`config.mk`:
```
export PLATFORM = sky130hd
export DESIGN_NAME = pid_sequencer_flat
export DESIGN_NICKNAME = d
export VERILOG_FILES = /design/src/rtl/pid_sequencer_pkg.sv /design/src/rtl/pid_sequencer_if.sv /design/src/rtl/pid_sequencer_check.sv /design/src/rtl/pid_sequencer.sv /design/src/flat_wrapper.sv
export SDC_FILE = /design/constraint.sdc
export NUM_CORES = 1
export LEC_CHECK = 0
export CORE_MARGIN = 3
export CORE_UTILIZATION = 35
export CTS_BUF_LIST = sky130_fd_sc_hd__clkbuf_16
export CTS_CLUSTER_SIZE = 40
export DETAILED_ROUTE_END_ITERATION = 8
export PLACE_DENSITY = 0.69
export SLEW_MARGIN = 20
export SYNTH_ARGS = -nofsm -noshare
export SYNTH_HDL_FRONTEND = slang
export SYNTH_SLANG_ARGS = --single-unit
```
`constraint.sdc`:
```
create_clock -name clk -period 2.3 [get_ports clk]
set_input_delay 0.69 -clock clk [delete_from_list [all_inputs] [get_ports clk]]
set_output_delay 0.69 -clock clk [all_outputs]
set_load 0.01 [all_outputs]
```
`src/rtl/pid_sequencer_pkg.sv`:
```
// Shared types for the PID sequencer.
//   pid_t        : 4-bit USB PID codes (low nibble of the PID byte)
//   pid_class_t  : routing class assigned to a decoded PID
//   seq_state_t  : sequencer FSM states
//   pid_check_ok : upper nibble must be the one's complement of the lower nibble
package pid_sequencer_pkg;

  typedef enum logic [3:0] {
    PID_RSVD  = 4'h0,
    PID_OUT   = 4'h1,
    PID_ACK   = 4'h2,
    PID_DATA0 = 4'h3,
    PID_PING  = 4'h4,
    PID_SOF   = 4'h5,
    PID_NYET  = 4'h6,
    PID_DATA2 = 4'h7,
    PID_SPLIT = 4'h8,
    PID_IN    = 4'h9,
    PID_NAK   = 4'hA,
    PID_DATA1 = 4'hB,
    PID_PRE   = 4'hC,
    PID_SETUP = 4'hD,
    PID_STALL = 4'hE,
    PID_MDATA = 4'hF
  } pid_t;

  typedef enum logic [1:0] {
    CLS_DATA,
    CLS_TOKEN,
    CLS_HS,
    CLS_BAD
  } pid_class_t;

  typedef enum logic [2:0] {
    ST_IDLE,
    ST_DECODE,
    ST_DATA,
    ST_TOKEN,
    ST_HS
  } seq_state_t;

  function automatic logic pid_check_ok(input logic [7:0] raw);
    return raw[7:4] == ~raw[3:0];
  endfunction

endpackage

```
`src/rtl/pid_sequencer_if.sv`:
```
// Bus bundle between the PID sequencer and its surroundings.
//   master : the sequencer (pops PID FIFO, drives data/token/handshake requests)
//   slave  : the environment (PID FIFO head, downstream handlers)
// Signals:
//   pid_empty/pid_rdata/pid_r_enable : first-word-fall-through PID FIFO read port
//   data_req/data_done/data_abort/data_toggle : data-FIFO drain request
//   tok_valid/tok_ready, hs_valid/hs_ready     : token / handshake handoff
//   pid_out : latched PID[3:0];  pid_err : error pulse;  err_cnt : error count
interface pid_sequencer_if #(
  parameter int ERR_CNT_W = 8
);
  logic                 pid_empty;
  logic [7:0]           pid_rdata;
  logic                 pid_r_enable;
  logic                 data_req;
  logic                 data_done;
  logic                 data_abort;
  logic                 data_toggle;
  logic                 tok_valid;
  logic                 tok_ready;
  logic                 hs_valid;
  logic                 hs_ready;
  logic [3:0]           pid_out;
  logic                 pid_err;
  logic [ERR_CNT_W-1:0] err_cnt;

  modport master (
    input  pid_empty, pid_rdata, data_done, tok_ready, hs_ready,
    output pid_r_enable, data_req, data_abort, data_toggle,
           tok_valid, hs_valid, pid_out, pid_err, err_cnt
  );

  modport slave (
    output pid_empty, pid_rdata, data_done, tok_ready, hs_ready,
    input  pid_r_enable, data_req, data_abort, data_toggle,
           tok_valid, hs_valid, pid_out, pid_err, err_cnt
  );
endinterface

```
`src/rtl/pid_sequencer_check.sv`:
```
// Combinational PID validator / classifier.
//   raw   : 8-bit PID byte
//   valid : check nibble matches (raw[7:4] == ~raw[3:0])
//   cls   : routing class; DATA2/MDATA and all non-routed PIDs are CLS_BAD
module pid_sequencer_check
  import pid_sequencer_pkg::*;
(
  input  logic [7:0] raw,
  output logic       valid,
  output pid_class_t cls
);

  always_comb begin
    valid = pid_check_ok(raw);
    case (pid_t'(raw[3:0]))
      PID_DATA0, PID_DATA1:                   cls = CLS_DATA;
      PID_OUT, PID_IN, PID_SOF, PID_SETUP:    cls = CLS_TOKEN;
      PID_ACK, PID_NAK, PID_STALL:            cls = CLS_HS;
      default:                                cls = CLS_BAD;
    endcase
  end

endmodule

```
`src/rtl/pid_sequencer.sv`:
```
// PID sequencer: drains the receiver's PID-order FIFO one entry at a time and
// routes each PID (data drain, token handler, handshake path) in arrival order.
// Ports:
//   clk   : system clock
//   n_rst : asynchronous active-low reset
//   bus   : pid_sequencer_if.master (PID FIFO read, data/token/hs handoff, errors)
// Parameters:
//   TIMEOUT_W : data-drain watchdog width; abort after 2**TIMEOUT_W-1 cycles
//   ERR_CNT_W : width of the saturating error counter
// Build option:
//   PID_ERR_CNT_EN : when defined, err_cnt counts pid_err pulses (saturating);
//                    otherwise no counter exists and err_cnt is tied to 0.
module pid_sequencer
  import pid_sequencer_pkg::*;
#(
  parameter int TIMEOUT_W = 8,
  parameter int ERR_CNT_W = 8
) (
  input  logic clk,
  input  logic n_rst,
  pid_sequencer_if.master bus
);

  seq_state_t           state, next_state;
  logic [7:0]           pid_q;
  logic                 toggle_q;
  logic [TIMEOUT_W-1:0] wd_q;
  logic                 wd_full;
  logic                 chk_valid;
  pid_class_t           chk_cls;
  logic                 pid_bad;
  logic                 pop;
  logic                 abort;
  logic                 err_pulse;

  pid_sequencer_check u_check (
    .raw   (pid_q),
    .valid (chk_valid),
    .cls   (chk_cls)
  );

  assign pid_bad = !chk_valid || (chk_cls == CLS_BAD);
  assign wd_full = &wd_q;

  // State register
  always_ff @(posedge clk or negedge n_rst) begin
    if (!n_rst) state <= ST_IDLE;
    else        state <= next_state;
  end

  // Next-state logic
  always_comb begin
    next_state = state;
    case (state)
      ST_IDLE:   if (!bus.pid_empty) next_state = ST_DECODE;
      ST_DECODE: begin
        if (pid_bad)                   next_state = ST_IDLE;
        else if (chk_cls == CLS_DATA)  next_state = ST_DATA;
        else if (chk_cls == CLS_TOKEN) next_state = ST_TOKEN;
        else                           next_state = ST_HS;
      end
      // data_done and a full watchdog both return to IDLE; done only suppresses the abort
      ST_DATA:   if (bus.data_done || wd_full) next_state = ST_IDLE;
      ST_TOKEN:  if (bus.tok_ready) next_state = ST_IDLE;
      ST_HS:     if (bus.hs_ready)  next_state = ST_IDLE;
      default:   next_state = ST_IDLE;
    endcase
  end

  // Output logic; the pop is gated by reset so nothing is lost while held in reset
  always_comb begin
    pop       = (state == ST_IDLE) && !bus.pid_empty && n_rst;
    abort     = (state == ST_DATA) && wd_full && !bus.data_done;
    err_pulse = ((state == ST_DECODE) && pid_bad) || abort;
  end

  assign bus.pid_r_enable = pop;
  assign bus.data_req     = (state == ST_DATA);
  assign bus.data_abort   = abort;
  assign bus.tok_valid    = (state == ST_TOKEN);
  assign bus.hs_valid     = (state == ST_HS);
  assign bus.pid_err      = err_pulse;
  assign bus.pid_out      = pid_q[3:0];
  assign bus.data_toggle  = toggle_q;

  // Latched PID, data toggle and watchdog
  always_ff @(posedge clk or negedge n_rst) begin
    if (!n_rst) begin
      pid_q    <= '0;
      toggle_q <= 1'b0;
      wd_q     <= '0;
    end else begin
      if (pop) pid_q <= bus.pid_rdata;
      if ((state == ST_DECODE) && (next_state == ST_DATA)) toggle_q <= pid_q[3];
      // Watchdog sits at zero outside DATA, so every DATA entry starts from zero
      if (state == ST_DATA) wd_q <= wd_q + TIMEOUT_W'(1);
      else                  wd_q <= '0;
    end
  end

`ifdef PID_ERR_CNT_EN
  logic [ERR_CNT_W-1:0] err_cnt_q;

  always_ff @(posedge clk or negedge n_rst) begin
    if (!n_rst)                         err_cnt_q <= '0;
    else if (err_pulse && !(&err_cnt_q)) err_cnt_q <= err_cnt_q + ERR_CNT_W'(1);
  end

  assign bus.err_cnt = err_cnt_q;
`else
  assign bus.err_cnt = '0;
`endif

endmodule

```
`src/flat_wrapper.sv`:
```
// flat-port wrapper written by rule: the top's interface ports become plain ports
module pid_sequencer_flat import pid_sequencer_pkg::*;
#(
  parameter int TIMEOUT_W = 8,
  parameter int ERR_CNT_W = 8
)
  (clk, n_rst, bus_pid_empty, bus_pid_rdata, bus_data_done, bus_tok_ready, bus_hs_ready, bus_pid_r_enable, bus_data_req, bus_data_abort, bus_data_toggle, bus_tok_valid, bus_hs_valid, bus_pid_out, bus_pid_err, bus_err_cnt);
  pid_sequencer_if #(.ERR_CNT_W(ERR_CNT_W)) bus_i ();
  input  logic clk;
  input  logic n_rst;
  input wire logic [$bits(bus_i.pid_empty)-1:0] bus_pid_empty;
  input wire logic [$bits(bus_i.pid_rdata)-1:0] bus_pid_rdata;
  input wire logic [$bits(bus_i.data_done)-1:0] bus_data_done;
  input wire logic [$bits(bus_i.tok_ready)-1:0] bus_tok_ready;
  input wire logic [$bits(bus_i.hs_ready)-1:0] bus_hs_ready;
  output wire logic [$bits(bus_i.pid_r_enable)-1:0] bus_pid_r_enable;
  output wire logic [$bits(bus_i.data_req)-1:0] bus_data_req;
  output wire logic [$bits(bus_i.data_abort)-1:0] bus_data_abort;
  output wire logic [$bits(bus_i.data_toggle)-1:0] bus_data_toggle;
  output wire logic [$bits(bus_i.tok_valid)-1:0] bus_tok_valid;
  output wire logic [$bits(bus_i.hs_valid)-1:0] bus_hs_valid;
  output wire logic [$bits(bus_i.pid_out)-1:0] bus_pid_out;
  output wire logic [$bits(bus_i.pid_err)-1:0] bus_pid_err;
  output wire logic [$bits(bus_i.err_cnt)-1:0] bus_err_cnt;
  assign bus_i.pid_empty = bus_pid_empty;
  assign bus_i.pid_rdata = bus_pid_rdata;
  assign bus_i.data_done = bus_data_done;
  assign bus_i.tok_ready = bus_tok_ready;
  assign bus_i.hs_ready = bus_hs_ready;
  assign bus_pid_r_enable = bus_i.pid_r_enable;
  assign bus_data_req = bus_i.data_req;
  assign bus_data_abort = bus_i.data_abort;
  assign bus_data_toggle = bus_i.data_toggle;
  assign bus_tok_valid = bus_i.tok_valid;
  assign bus_hs_valid = bus_i.hs_valid;
  assign bus_pid_out = bus_i.pid_out;
  assign bus_pid_err = bus_i.pid_err;
  assign bus_err_cnt = bus_i.err_cnt;
  pid_sequencer #(.TIMEOUT_W(TIMEOUT_W), .ERR_CNT_W(ERR_CNT_W)) u_core (.clk(clk), .n_rst(n_rst), .bus(bus_i));
endmodule
```
* Word-level counts from Yosys, hierarchy flattened
Memory sizes are Yosys's and may differ from the RTL's.
Index checks and enable logic that the tools add are counted.
** Word-level totals
- RAM bits :: 0
- Input port bits :: 14
- Bits in registers :: 20
- Output and inout port bits :: 19
- Memories :: 1
- Bits in latches :: 0
- Logic and storage cells :: 39
- Bits in read-only memories :: 32
** Operators by class
- Order comparisons :: 0
- Shifts and indexed selects :: 0
- Bitwise logic cells :: 1
- Reductions and logical operators :: 15
- Add/sub/neg operators :: 1
- Multiply operators :: 0
- Mux-type cells :: 9
- Equality and inequality tests :: 8
- Divide/modulo/power cells :: 0
** Memories
- (no name shown) :: words 16, bits a word 2, rd ports 1, clocked after Yosys merged registers in 0, wr ports 0, RTL line pid_sequencer_check.sv:15 : case (pid_t'(raw[3:0]))
** Operators by type and width (count)
- 3-bit two-way mux :: 7
- 3-bit case mux with 5 select lines :: 1
- 3-bit by 2-bit == test with 1-bit output, second input constant :: 3
- 8-bit by 1-bit adder with 8-bit output, second input constant :: 1
- 8-bit two-way mux :: 1
- 8-bit AND reduction :: 1
- 1-bit logical AND :: 6
- 4-bit == test :: 1
- 4-bit inverter :: 1
- 3-bit by 1-bit == test with 1-bit output, second input constant :: 1
- 3-bit == test, second input constant :: 1
- 1-bit logical NOT :: 3
- 3-bit logical NOT :: 1
- 1-bit logical OR :: 3
- 2-bit by 1-bit == test with 1-bit output, second input constant :: 1
- 2-bit == test, second input constant :: 1
- 2-bit logical NOT :: 1

* Longest topological paths before layout
- Depth after elaboration :: 8
- Depth in mapped cells :: 5

* Cells and area by module
Synthesis repeated with hierarchy kept, for this count alone.
** Unflattened totals
- Cells, all modules :: 106
- Area total of the unflattened synthesis :: 1093.5 µm²
** Modules (own cells, without submodules)
- pid_sequencer :: cells an instance 96, area each 1029.7 µm², times used 1, seq. area each 500.5 µm²
- pid_sequencer_check :: cells an instance 10, area each 63.8 µm², times used 1, seq. area each 0.0 µm²

* Least setup slack after synthesis
No wires, ideal clock.
- Path kind :: register to output
- Start point :: reg u_core.state[1]
- End point :: out bus_pid_err
- Data required time :: 1610 ps
- Arrival time :: 1299 ps
- Path slack :: 311 ps
- Cell stages (with the launch flop) :: 5
- Cell sequence :: dfrtp_1 > inv_2 > or3_1 > buf_2 > o32ai_2
** On the way
- Word-level cells in the longest chain between the ends :: 4
- Elaborated cells between the ends (all ways) :: 6
- Those cells by class :: eq/ne (2); reduce/logical (4)
** Ends and longest elaborated chain
- start, declared :: RTL line pid_sequencer.sv:24 : seq_state_t state, next_state;
- start signal, assigned :: RTL line pid_sequencer.sv:48 : else state <= next_state;
- 3-bit by 2-bit == test with 1-bit output :: RTL line pid_sequencer.sv:73 : abort = (state == ST_DATA) && wd_full && !bus.data_done;
- 1-bit logical AND (2 in series) :: RTL line pid_sequencer.sv:73
- 1-bit logical OR * :: RTL line pid_sequencer.sv:74 : err_pulse = ((state == ST_DECODE) && pid_bad) || abort;
- end, declared :: RTL line flat_wrapper.sv:23 : output wire logic [$bits(bus_i.pid_err)-1:0] bus_pid_err;
Mark *: on every way between the ends. The rest lies on a longest branch, timed or not.

* Final worst setup path
- Start point :: reg u_core.wd_q[0]
- End point :: out bus_pid_err
** On the way
- Word-level cells in the longest chain between the ends :: 4
** Ends and longest elaborated chain
- start, declared :: RTL line pid_sequencer.sv:27 : logic [TIMEOUT_W-1:0] wd_q;
- start signal, assigned :: RTL line pid_sequencer.sv:96 : if (state == ST_DATA) wd_q <= wd_q + TIMEOUT_W'(1);
- 8-bit AND reduction :: RTL line pid_sequencer.sv:43 : assign wd_full = &wd_q;
- 1-bit logical AND (2 in series) :: RTL line pid_sequencer.sv:73
- 1-bit logical OR :: RTL line pid_sequencer.sv:74
Every way passes these cells.

==> metrics.yaml <==
antenna_found_initial: 0
insertion_delay_ps: 250
internal_power_uw: 1070
yosysTopAreaCell: "dfrtp_1"
synth_xor_area_frac: 0.0807
wl_mm: 2.21
cp_top_family: "simple AND/OR/NAND/NOR gates"
min_from: "u_core.bus.data_toggle"
setup_violations: 0
synth_top_family_by_area: "simple AND/OR/NAND/NOR gates"
synth.area.top_cells: "dfrtp_1 (46%), buf_4 (8.3%), mux2_2 (7.3%)"
ir_worst_vdd_v: 0.000600
dp_hpwl_mm: 1.75
required_ps: 1610
synth_flop_cell: "dfrtp_1"
grt_pass1_wl_mm: 3.87
clk_path_buf_depth: 2
cts_tree: "done"
drive_above_1_share: 0.333
via_per_inst: 4.80
p_clk_frac: 0.224
cp_max_fo: 3
avgSynthCellArea_sq_um: 10.5
die_w_microns: 61.7
port_buffers: 24
num_vias: 869
max_cap_violations: 0
grt.overflow.total: 0
grt_max_degree: 21
die_y_microns: 61.7
start_util: 0.380
clk_pin_slew_ps: 50
drt-initial-drc-count: 8
cp_cell_sequence: "ha_1 -> and3_1 -> and3_4 -> nand3_2 -> o32ai_2 -> buf_2"
worstPathArrival_ps: 1600
grt_pass1_vias: 904
die-area_sq_mm: 0.00380
worst_slack_ps: 13.4
timing.clock.skew_ps: 1.47
fillCellCount: 271
grtUsageTotal: 0.138
min_period_over_period: 0.994
synth_edf_count: 0
fmax_ghz: 0.437
ant_nets: 0
p_sw_uw: 481
htreeDepth: 1
wl_per_cell_microns: 12.2
synthAdderAreaFrac: 0.0115
cts_buffers: 3
dpl_cell_area_sq_mm: 0.00147
start_kind: "flop"
slew_viol_final: 0
p_leak_uw: 0.000757
synthSimpleGateAreaFrac: 0.186
synthMuxAreaShare: 0.0830
final_cells: 181
place_inst: 175
num-nets-final: 166
synth_compound_area_frac: 0.0681
drc: 0
fin_area_sq_mm: 0.00158
layout_commonest_cell: "buf_4"
slowest_stage: "dfrtp_1"
antenna_cells: 0
clockRootBuffer: "clkbuf_16"
std_cell_rows: 19
ys_seq_elements: 20
seq_area_frac_synth: 0.461
dp_slack_ps: -555
core-area_sq_mm: 0.00285
reg2reg_setup_slack_ps: 500
cts.sinks: 20
post-route-min-period_ps: 2290
ys_types: 35
gp_congestion: 0.849
hold_path_class: "reg -> reg"
hold_viol: 0
pin_count: 33
seqPwrFrac: 0.340
async_flop_share: 1.00
cts_hold_buf: 0
netlist_instances: 103
path_buf_inv: 1
status: "finished clean"
rsz0062_at_grt: "true"
netSwitchingFraction: 0.311
max_stage_delay_ps: 350
synth-warning-count: 0
power_density_mw_per_mm2: 981
worstSetupPathType: "reg -> out"
area_growth_pct: 45.6
r2r-start: "u_core.state[2]"
crit_start: "u_core.wd_q[0]"
crit_path_end_kind: "output pin"
pwr-share-comb: 0.436
layout_common_cells: "buf_4 (26), dfrtp_1 (20), clkdlybuf4s50_1 (17)"
synth_area_sq_mm: 0.00108
drtPass1Iterations: 3
yosysTopAreaCellShare: 0.461
## state kept, by name, summed over array words and instances, names as in the netlist
register                cells
u_core.pid_q                8
u_core.wd_q                 8
u_core.state                3
u_core.bus.data_toggle      1
## worst paths after layout
path / to / depth (start not counted)
worst min register to register: u_core.bus.data_toggle / 1
worst min-delay path: u_core.bus.data_toggle / 1
min in group asynchronous: u_core.wd_q[0] / 2
worst max register to register: u_core.bus.data_toggle / 6
worst max-delay path: bus_pid_err / 6
max in group asynchronous: u_core.pid_q[2] / 2
## repair_timing
action                                  4_1_cts  5_1_grt
endpoints found under the setup margin        4        4
pin swaps                                     2        0
buffers inserted                              2        0
gates resized for setup                      19        3
## power groups by stage
stage	registers, uW	logic [uW]	clock network, uW
finish	526	675	348
global route	540	746	375
CTS	525	678	358
detailed placement	530	675	0
global placement	525	655	0
floorplan	530	365	0
## through the flow
stage               power (uW)  setup TNS, ps  utilization  hold WS (ps)
global placement          1180          -1180        0.515           475
detailed placement        1200          -1250        0.515           482
floorplan                  895              0            -           394
finish                    1550              0        0.554           486
global route              1660           -122        0.554           507
CTS                       1560              0        0.549           494
## synth_stat cells, types with 2 or more instances
library cell and n:
xnor2_1 3, buf_2 2, nor3_1 3, and3_1 3
nor2_1 12, nand3_1 2, dfrtp_1 20, o21ai_0 2
mux2_2 7, buf_4 12, inv_1 2, xor2_1 7
and2_1 3, nand2_1 3, inv_2 2
## layer usage
layer | global-route usage | vias to the layer above | share of wire
met5 | 0 | - | 0
met4 | 0.0455 | 0 | 0.0099
li1 | - | 427 | -
met1 | 0.170 | 410 | 0.45
met2 | 0.242 | 28 | 0.49
met3 | 0.0252 | 4 | 0.051
## area by class of cell
class                           count  area [sq um]  area share
Sequential cell                    20           500       0.317
Tap cell                           31          38.8      0.0246
Multi-Input combinational cell     72           526       0.333
Clock inverter                      1          3.75     0.00238
Clock buffer                        3          75.1      0.0475
Timing Repair Buffer               50           420       0.266
Inverter                            4          15.0     0.00951
## kinds of logic (layout without fill, tap and decap cells)
family / after synthesis / count (layout)
compound gates: 9 / 9
simple gates: 36 / 36
fa+ha+maj: 1 / 1
flops: 20 / 20
xor+xnor: 10 / 10
mux: 8 / 8
buf+inv: 18 / 58
other cells: 1 / 8
Note: power is estimated with default switching activity, not from simulation.
